===== src/rtl/dfd_tnif_src_fifo.sv =====
// rtl/dfd_tnif_src_fifo.sv - per-source trace packet staging FIFO with stall, flush-drain and drop counting
module dfd_tnif_src_fifo #(
    parameter int DATA_WIDTH_IN_BYTES = 4,
    parameter int DEPTH               = 8,
    parameter int STALL_MARGIN        = 2,
    parameter int DROP_CNT_WIDTH      = 8
) (
    input  logic                               clock,
    input  logic                               reset,
    input  logic                               pkt_valid_in,
    input  logic [DATA_WIDTH_IN_BYTES*8-1:0]   pkt_data_in,
    output logic                               pkt_stall_out,
    output logic                               req_out,
    output logic [DATA_WIDTH_IN_BYTES*8-1:0]   data_out,
    input  logic                               pull_in,
    input  logic                               flush_in,
    input  logic                               bp_in,
    output logic                               flush_done_out,
    output logic [$clog2(DEPTH):0]             level_out,
    output logic [DROP_CNT_WIDTH-1:0]          drop_cnt_out,
    output logic                               ovf_out
);
    localparam int AW = $clog2(DEPTH);
    localparam int PW = AW + 1;
    localparam int DW = DATA_WIDTH_IN_BYTES * 8;

    typedef enum logic [1:0] {IDLE, DRAIN, DONE} state_t;

    state_t         state, state_next;
    logic [DW-1:0]  mem [DEPTH];
    logic [PW-1:0]  rd_ptr, wr_ptr, rd_next, wr_next, level_next;
    logic [PW:0]    free_next;
    logic           empty, full, pop, push, drop, stall_next;

    assign empty = (rd_ptr == wr_ptr);
    assign full  = (rd_ptr[AW-1:0] == wr_ptr[AW-1:0]) && (rd_ptr[AW] != wr_ptr[AW]);
    assign pop   = pull_in && !empty;
    // A full FIFO still accepts when the head leaves in the same cycle.
    assign push  = pkt_valid_in && (state == IDLE) && (!full || pop);
    assign drop  = pkt_valid_in && !push;

    assign rd_next    = pop  ? rd_ptr + PW'(1) : rd_ptr;
    assign wr_next    = push ? wr_ptr + PW'(1) : wr_ptr;
    assign level_next = wr_next - rd_next;
    assign free_next  = (PW+1)'(DEPTH) - {1'b0, level_next};

    assign req_out  = !empty;
    assign data_out = req_out ? mem[rd_ptr[AW-1:0]] : '0;

    always_comb begin
        state_next = state;
        case (state)
            IDLE:    if (flush_in) state_next = DRAIN;
            DRAIN:   if (level_next == '0) state_next = DONE;
            DONE:    if (!flush_in) state_next = IDLE;
            default: state_next = IDLE;
        endcase
    end

    // bp is ignored while the interface is flushing; a non-idle FSM always stalls.
    assign stall_next = (free_next <= (PW+1)'(STALL_MARGIN)) || (bp_in && !flush_in)
                        || (state_next != IDLE);

    always_ff @(posedge clock) begin
        if (push) mem[wr_ptr[AW-1:0]] <= pkt_data_in;
    end

    always_ff @(posedge clock or posedge reset) begin
        if (reset) begin
            state          <= IDLE;
            rd_ptr         <= '0;
            wr_ptr         <= '0;
            level_out      <= '0;
            pkt_stall_out  <= 1'b0;
            flush_done_out <= 1'b0;
            drop_cnt_out   <= '0;
            ovf_out        <= 1'b0;
        end else begin
            state          <= state_next;
            rd_ptr         <= rd_next;
            wr_ptr         <= wr_next;
            level_out      <= level_next;
            pkt_stall_out  <= stall_next;
            flush_done_out <= (state_next == DONE);
            if (drop) begin
                ovf_out <= 1'b1;
                if (drop_cnt_out != {DROP_CNT_WIDTH{1'b1}})
                    drop_cnt_out <= drop_cnt_out + DROP_CNT_WIDTH'(1);
            end
        end
    end

    a_no_pop_empty:  assert property (@(posedge clock) disable iff (reset) !(pull_in && !req_out));
    a_level_bound:   assert property (@(posedge clock) disable iff (reset) level_out <= PW'(DEPTH));
    a_done_is_empty: assert property (@(posedge clock) disable iff (reset) flush_done_out |-> !req_out);
endmodule


===== config.mk =====
export PLATFORM = sky130hd
export DESIGN_NAME = dfd_tnif_src_fifo
export DESIGN_NICKNAME = d
export VERILOG_FILES = /design/src/rtl/dfd_tnif_src_fifo.sv
export SDC_FILE = /design/constraint.sdc
export NUM_CORES = 1
export LEC_CHECK = 0
export ABC_CLOCK_PERIOD_IN_PS = 11320
export BUFFER_PORTS_ARGS = -buffer_cell sky130_fd_sc_hd__buf_2
export CAP_MARGIN = 20
export CORE_UTILIZATION = 30
export CTS_CLUSTER_DIAMETER = 30
export DETAILED_ROUTE_END_ITERATION = 10
export GPL_TIMING_DRIVEN = 0
export HOLD_SLACK_MARGIN = 0.05
export PLACE_DENSITY_LB_ADDON = 0.1
export SYNTH_ARGS = -nofsm -noshare
export SYNTH_HDL_FRONTEND = slang
export SYNTH_SLANG_ARGS = --single-unit

===== constraint.sdc =====
create_clock -name clock -period 11.32 [get_ports clock]
set_input_delay 1.132 -clock clock [delete_from_list [all_inputs] [get_ports clock]]
set_output_delay 1.132 -clock clock [all_outputs]
set_load 0.03 [all_outputs]

* Word level (Yosys, flattened, before mapping)
Memory sizes are Yosys's and may differ from the RTL's.
Index checks and enable logic that the tools add are counted.
** Storage, ports and cells
- Memory bits (writable) :: 256
- Bits in read-only memories :: 0
- Bits of input ports :: 38
- Bits in latches :: 0
- Memories :: 1
- Register bits after elaboration :: 25
- Logic and storage cells :: 48
** Memory list
- mem :: depth 8, width 32, read ports 1, clocked after memory_dff 0, wr ports 1, RTL line 30 : logic [DW-1:0] mem [DEPTH];
** Cells by class
- Equal/unequal tests :: 7
- Multiplexer cells :: 9
- Multipliers :: 0
- Div/mod/pow operators :: 0
- Bitwise gates (word level) :: 0
- Reductions and logical operators :: 17
- $add $sub $neg :: 5
- Shifts and indexed selects :: 0
- Order comparisons :: 1
** Operators by type and width (count)
- $mux W32 :: 1
- $add A4 B1 Y4 const B :: 2
- $add A8 B1 Y8 const B :: 1
- $mux W4 :: 2
- $ne A8 B8 Y1 const B :: 1
- $logic_and A1 B1 Y1 :: 6
- $mux W2 :: 3
- $pmux W2 S3 :: 1
- $le A5 B2 Y1 const B :: 1
- $sub A4 B4 Y5 const A :: 1
- $eq A2 B2 Y1 const B :: 2
- $eq A4 B4 Y1 :: 1
- $logic_not A1 Y1 :: 4
- $logic_not A4 Y1 :: 1
- $sub A4 B4 Y4 :: 1
- $eq A3 B3 Y1 :: 1
- $logic_or A1 B1 Y1 :: 3
- $eq A2 B1 Y1 const B :: 1
- $logic_not A2 Y1 :: 1
- $mux W1 :: 2
- $reduce_and A2 Y1 :: 1
- $reduce_bool A2 Y1 :: 1
- $ne A1 B1 Y1 :: 1

* Depth between registers and ports, before layout
Gate-level depths: netlist of the first run.
- Word-level depth :: 12
- Mapped depth :: 16
- Depth with buffers taken out :: 15

* Worst setup path after synthesis of the first run
Ideal clock, no wire load.
- Path kind :: input port to flip-flop
- Start point :: input pull_in
- End point :: memory mem[0][0] (netlist bit) (enable)
- Library setup time :: 461 ps
- Arrival :: 4203 ps
- Stages on the path :: 5
- Setup slack :: 6656 ps
- Required time :: 10859 ps
- Cells stage by stage :: nor4_2 > a211oi_2 > nand2_1 > or2_1 > nor3_1
** On the way
- Cells in the longest elaborated chain, start to end :: 5
** RTL lines
- from (decl) :: RTL line 15 : input logic pull_in,
- $logic_and A1 B1 Y1 :: RTL line 37 : assign pop = pull_in && !empty;
- $logic_or A1 B1 Y1 :: RTL line 39 : assign push = pkt_valid_in && (state == IDLE) && (!full || pop);
- $logic_and A1 B1 Y1 :: RTL line 39
- $mux W1 :: RTL line 65 : if (push) mem[wr_ptr[AW-1:0]] <= pkt_data_in;
- $mux W1 (implied by the code) :: RTL line 65
- to (decl) :: RTL line 30
Every way passes these cells.

* Worst setup path in the final report of the first run
- Start point :: register rd_ptr[0]
- End point :: output data_out[21]
** On the way
- Cells in the longest elaborated chain, start to end :: 2
** RTL lines
- from (decl) :: RTL line 31 : logic [PW-1:0] rd_ptr, wr_ptr, rd_next, wr_next, level_next;
- from (signal assigned) :: RTL line 80 : rd_ptr <= rd_next;
- $mem_v2 Z8 W32 / $eq A4 B4 Y1 (equally long branches)
- $mux W32 (*) :: RTL line 48 : assign data_out = req_out ? mem[rd_ptr[AW-1:0]] : '0;
- to (decl) :: RTL line 14 : output logic [DATA_WIDTH_IN_BYTES*8-1:0] data_out,
Mark *: on every way between the ends. The rest lies on a longest branch, timed or not.

==> run_results.csv, run 1 <==
group,metric,value,unit
detailed_routing,postRouteAntennaNets,0,
cells_and_area,layout-drive-gt1-share,38.96,%
logic_synthesis,syn_area,11160,um2
detailed_routing,drtPass1Iterations,4,
critical_path,crit_path_start_kind,"flop",
clock_network,cts_tree,"done",
sta,tns,0,ns
critical_path,critical_path.max_fanout,10,
global_route,antenna_found_initial,2,
sta,fin_crit,4.259,ns
critical_path,reg2reg_from,"wr_ptr[1]",
cells_and_area,multi_input_area,2760,um2
run,maxCapViolations,0,
clock_network,root_buffer,"clkbuf_16",
critical_path,critPathLaunch,"rd_ptr[0]",
sta,rsz0062_at_grt,"false",
cells_and_area,nNetsFinal,766,
critical_path,r2r_slack,7.22,ns
clock_network,htreeDepth,3,
critical_path,cp_slowest_cell,"mux4_2",
critical_path,cpMostUsedCell,"buf_2",
sta,slew_headroom,33.23,%
cells_and_area,final_common_cell,"edfxtp_1",
clock_network,cts-resized-gates,0,
critical_path,crit_type,"reg2out",
detailed_routing,via_per_inst,4.684,
global_route,grt_overflow_total,0,
floorplan,rows,70,
clock_network,cts.sinks,281,
floorplan,die_h,194.9,um
cells_and_area,diodes,0,
global_route,grt_max_degree,26,
floorplan,core_region_area,36610,um2
place,port_buffers,85,
cells_and_area,regArea,8313,um2
sta,worst_pin_slew,1.002,ns
hold_path,hold_start,"ovf_out",
logic_synthesis,ys_ff_latch,281,
detailed_routing,drc_errors,0,
sta,fin_skew,0.02369,ns
place,placed_area,12450,um2
clock_network,cts_setup_buffers,0,
hold_path,hp-class,"reg2reg",
critical_path,slowest_delay,0.56,ns
cells_and_area,area_growth,33.16,%
global_route,grt_pass1_wl,40.09,mm
clock_network,holdBufCountCts,0,
detailed_routing,wl,26.45,mm
place,gp_congestion,0.7214,
logic_synthesis,ys_seq_area_share,74.46,%
sta,slew_violations,0,
floorplan,die_x,194.9,um
logic_synthesis,synth_fp_nets,591,
global_route,grt_pass1_vias,6479,
floorplan,design.die.area,37990,um2
critical_path,crit_path_end_kind,"output port",
sta,final.period_utilization,37.62,%
logic_synthesis,synth_ff_type,"edfxtp_1",
clock_network,path_clk_slew,0.04,ns
sta,fmax,234.8,MHz
global_route,track_usage,14.53,%
sta,setup_viol,0,
detailed_routing,drt_iter0_markers,262,
floorplan,initial_core_util,30.50,%
power,peakVddDrop,0.1706,mV
sta,hold_viol,0,
logic_synthesis,ys_warn_count,0,
detailed_routing,vias,5799,
cells_and_area,nFillCells,3281,
critical_path,crit_buf_inv,3,
critical_path,worstPathArrival,3.13,ns
floorplan,ios,86,
logic_synthesis,synth_cell_types,45,
power,power_leakage,0.005302,uW
critical_path,cp_top_family,"buffers and inverters",
clock_network,cts_buffers,71,
cells_and_area,design_area,14870,um2
logic_synthesis,postSynthAreaPerCell,20.52,um2
run_status,status,"completed",
critical_path,crit_chain,"buf_1 -> buf_2 -> mux4_2 -> mux2i_1 -> nor2_1 -> buf_2",
critical_path,cp.required,10.19,ns
power,power_density,320.6,nW/um2
detailed_routing,wire_per_inst,21.36,um
logic_synthesis,ys_async_sr_fraction,8.897,%
cells_and_area,layout_common_cells,"edfxtp_1, buf_2, clkbuf_16",
place,dp_hpwl,16.59,mm
clock_network,clock_insertion_delay_worst_skew,0.56,ns
clock_network,cts_buffer_depth,3,
logic_synthesis,synth_edf_count,256,
logic_synthesis,syn_inst,544,
-- sequential cells by signal, indices dropped and copies added (netlist names), named ones only --
name / flops
mem: 256
drop_cnt_out: 8
level_out: 4
rd_ptr: 4
wr_ptr: 3
state: 2
flush_done_out: 1
ovf_out: 1
pkt_stall_out: 1
-- layer usage --
| layer | GRT usage (%) | routed length, um |
|---|---|---|
| met3 | 4.251 | 1442 |
| met5 | 0 | 23 |
| met4 | 5.833 | 503 |
| met1 | 17.28 | 10860 |
| met2 | 24.64 | 13620 |
-- cell usage after synthesis, types with 2 or more instances --
library cell | instances | area, um2
buf_1 | 2 | 7.510
clkbuf_1 | 13 | 48.80
nor2b_1 | 2 | 12.51
xnor2_1 | 10 | 87.58
ha_1 | 8 | 100.1
nor3_1 | 5 | 25.02
xor2_1 | 5 | 43.79
mux2i_1 | 34 | 340.3
nor2_1 | 41 | 153.9
nand2_1 | 9 | 33.78
o31ai_1 | 2 | 15.01
a21o_1 | 3 | 22.52
nand2b_1 | 5 | 31.28
and3_1 | 3 | 18.77
mux2_2 | 6 | 67.56
mux4_2 | 64 | 1441
nand4_1 | 2 | 12.51
and4_1 | 2 | 17.52
edfxtp_1 | 256 | 7687
buf_2 | 5 | 25.02
inv_1 | 13 | 48.80
dfrtp_1 | 25 | 625.6
nand3_1 | 7 | 35.03
-- metrics by stage --
stage | hold slack [ns] | worst slack [ns] | util [%] | total power [uW] | instances
finish | 0.4568 | 7.061 | 40.61 | 4767 | 1238
global route | 0.4969 | 6.774 | 40.61 | 5001 | 1238
CTS | 0.4610 | 6.936 | 40.49 | 4849 | 1236
detailed placement | 0.4485 | 6.747 | 34.01 | 2833 | 1112
global placement | 0.4476 | 3.258 | 33.26 | 2790 | 1097
floorplan | 0.5251 | 6.656 | - | 2371 | 544
-- worst reg2reg max path, cell delays in order (launching register included) --
cell	delay [ns]
dfrtp_1	0.51
xor2_1	0.38
nor4_2	0.12
a211oi_2	0.46
nand2_1	0.19
xor2_1	0.24
ha_1	0.18
inv_1	0.06
fa_1	0.54
inv_1	0.07
ha_1	0.29
nand2b_1	0.09
nor4b_1	0.32
a21bo_2	0.26
mux2_2	0.25
nand3_1	0.07
-- kinds of logic after synthesis --
logic type | synth area share (%)
compound gates | 1.300
xor+xnor | 1.715
fa+ha+maj | 1.076
buf+inv | 1.367
flops | 74.46
mux | 16.56
simple gates | 3.519
-- final timing paths --
path / endpoint / cells after the start
setup / recovery: data_out[21] / 6
hold / removal: ovf_out / 1
setup reg to reg: pkt_stall_out / 15
hold reg to reg: ovf_out / 1
max in group asynchronous: level_out[0] / 3
min in group asynchronous: drop_cnt_out[2] / 2
-- report_power, final --
part | switching, uW | leakage, uW | internal [uW]
clock network | 568 | 0.00116 | 1420
logic | 935 | 0.00155 | 589
registers | 43.8 | 0.00260 | 1220
total | 1550 | 0.00530 | 3220
-- area by class of cell --
type	count	area share (%)
Clock inverter	38	3.282
Sequential cell	281	55.92
Multi-Input combinational cell	227	18.57
Tap cell	468	3.939
Inverter	14	0.3535
Buffer	22	0.6733
Timing Repair Buffer	102	4.587
Clock buffer	86	12.68
Note: power is estimated with default switching activity, not from simulation.
==> run 2, diff against run 1 <==
- ABC_CLOCK_PERIOD_IN_PS: 11320 -> 4200
- clock period: 11.32 -> 4.2 ns (I/O delays scaled with it)
==> run 2 against run 1 <==
- sequential cell count unchanged
- final cell count grew 0.48%
- setup slack worse by 6.7 ns
- routed wire length decreased by 1.2%
- clock power increased to 2.7 times the previous value
- critical endpoint is now pkt_stall_out
==> run_results.csv, run 2 (synthesis results as in run 1) <==
group,metric,value,unit
run_status,status,"completed",
hold_path,hp-class,"in2reg",
clock_network,htreeDepth,3,
hold_path,hold_start,"pkt_data_in[18]",
critical_path,path_depth,15,
detailed_routing,drt_iter0_markers,223,
critical_path,crit_chain,"xor2_2 -> nor4_4 -> a211oi_4 -> nand2_1 -> xor2_1 -> ha_1 -> inv_1 -> fa_1 -> inv_1 -> ha_1 -> nand2b_1 -> nor4b_2 -> a21bo_2 -> mux2_2 -> nand3_1",
global_route,antenna_found_initial,4,
cells_and_area,layout-drive-gt1-share,40.26,%
place,dp_hpwl,16.02,mm
critical_path,cp_top_family,"adder cells",
cells_and_area,final_common_cell,"edfxtp_1",
sta,slew_violations,0,
detailed_routing,wl,26.13,mm
place,place_ws,0.03028,ns
global_route,grt_pass1_wl,39.38,mm
floorplan,die_x,194.9,um
cells_and_area,multi_input_area,2813,um2
detailed_routing,postRouteAntennaNets,0,
cells_and_area,regArea,8314,um2
floorplan,ios,86,
clock_network,clock_insertion_delay_worst_skew,0.57,ns
sta,setup_viol,0,
clock_network,path_clk_slew,0.05,ns
cells_and_area,area_growth,34.52,%
sta,worst_pin_slew,1.014,ns
critical_path,slowest_delay,0.53,ns
critical_path,crit_buf_inv,2,
global_route,grt_overflow_total,0,
global_route,grt_pass1_vias,6428,
place,gp_congestion,0.6996,
cells_and_area,final_core_util,41.02,%
global_route,track_usage,14.32,%
power,power_leakage,0.005351,uW
clock_network,cts_buffers,71,
clock_network,cts_tree,"done",
hold_path,whs_endpoint,"mem[0][18]",
sta,fin_skew,0.01734,ns
sta,final.period_utilization,92.05,%
detailed_routing,wire_per_inst,21.00,um
detailed_routing,drtPass1Iterations,6,
power,power_density,864.9,nW/um2
critical_path,cp.required,4.69,ns
run,maxCapViolations,0,
critical_path,reg2reg_depth,15,
cells_and_area,nNetsFinal,766,
floorplan,rows,70,
critical_path,r2r_end,"pkt_stall_out",
sta,final.setup.worst_slack,0.3339,ns
clock_network,root_buffer,"clkbuf_16",
clock_network,cts.sinks,281,
sta,fmax,258.7,MHz
cells_and_area,layout_common_cells,"edfxtp_1, buf_2, clkbuf_16",
clock_network,cts_buffer_depth,3,
critical_path,r2r_slack,0.33,ns
cells_and_area,largest_reg_flops,256,
floorplan,core_region_area,36610,um2
critical_path,critical_path.max_fanout,5,
critical_path,worstPathArrival,4.36,ns
sta,hold_viol,0,
floorplan,die_h,194.9,um
critical_path,crit_path_end_kind,"flop",
power,peakVddDrop,0.4383,mV
critical_path,reg2reg_from,"wr_ptr[0]",
critical_path,cp_slowest_cell,"fa_1",
floorplan,design.die.area,37990,um2
critical_path,crit_path_start_kind,"flop",
sta,fin_crit,3.866,ns
place,port_buffers,85,
sta,slew_headroom,32.38,%
sta,rsz0062_at_grt,"false",
critical_path,crit_type,"reg2reg",
floorplan,initial_core_util,30.50,%
detailed_routing,vias,5695,
hold_path,holdPathStages,1,
detailed_routing,via_per_inst,4.578,
cells_and_area,nFillCells,3312,
global_route,grt_max_degree,26,
detailed_routing,drc_errors,0,
==> run 2: final cells by class <==
cell class                 count  share of cell area [%]
clock buffer                  85                   12.52
buffer                        22                  0.6832
inverter                      14                  0.3499
multi-input combinational    227                   18.73
timing repair buffer         102                   4.849
sequential                   281                   55.36
antenna                        1                 0.01666
clock inverter                44                   3.591
tap                          468                   3.899
==> run 2: worst register-to-register path: stages (launching register included) <==
cell	delay, ns
dfrtp_1	0.47
xor2_2	0.38
nor4_4	0.11
a211oi_4	0.36
nand2_1	0.19
xor2_1	0.25
ha_1	0.18
inv_1	0.06
fa_1	0.53
inv_1	0.07
ha_1	0.28
nand2b_1	0.09
nor4b_2	0.23
a21bo_2	0.25
mux2_2	0.26
nand3_1	0.07
==> run 2: report_power, final <==
| part | leakage, uW | internal, uW | switching [uW] |
|---|---|---|---|
| logic | 0.00157 | 1610 | 2560 |
| clock network | 0.00118 | 3790 | 1620 |
| registers | 0.00260 | 3280 | 130 |
==> run 2: worst max-delay path by stage <==
| stage | start | end | slack, ns |
|---|---|---|---|
| after floorplan | flop | pkt_stall_out | 0.36 |
| after global placement | wr_ptr[1] | mem[1][15] | -2.57 |
| after detailed placement | wr_ptr[1] | pkt_stall_out | 0.03 |
| after CTS | wr_ptr[1] | pkt_stall_out | 0.01 |
| after global routing | rd_ptr[2] | pkt_stall_out | 0.04 |
| final | wr_ptr[0] | pkt_stall_out | 0.33 |
==> run 2: timing repair <==
item                                    in CTS  in global routing
buffers inserted                             0                  0
hold endpoints to repair                     0                  9
resized for setup                            0                 11
hold buffers                                 0                  1
endpoints found under the setup margin       1                  1
pin swaps                                    1                  0
==> run 2: per-layer routing <==
metal,track usage (%),wire [um],vias to the layer above
met3,4.164,1417,50
met2,23.84,13120,137
met1,17.30,10960,2917
met5,0,37,-
met4,6.153,586,6
li1,-,-,2585
==> run 2: metrics by stage <==
stage | setup TNS, ns | power (uW) | hold slack [ns] | std cells | instance area (um2)
final | 0 | 12990 | 0.1260 | 1244 | 15020
after CTS | 0 | 13120 | 0.1007 | 1240 | 14910
after global routing | 0 | 13610 | 0.1143 | 1243 | 15020
after detailed placement | 0 | 7628 | 0.4775 | 1111 | 12490
after global placement | -271.89 | 7509 | 0.4491 | 1097 | 12180
after floorplan | 0 | 6391 | 0.4473 | 544 | 11170
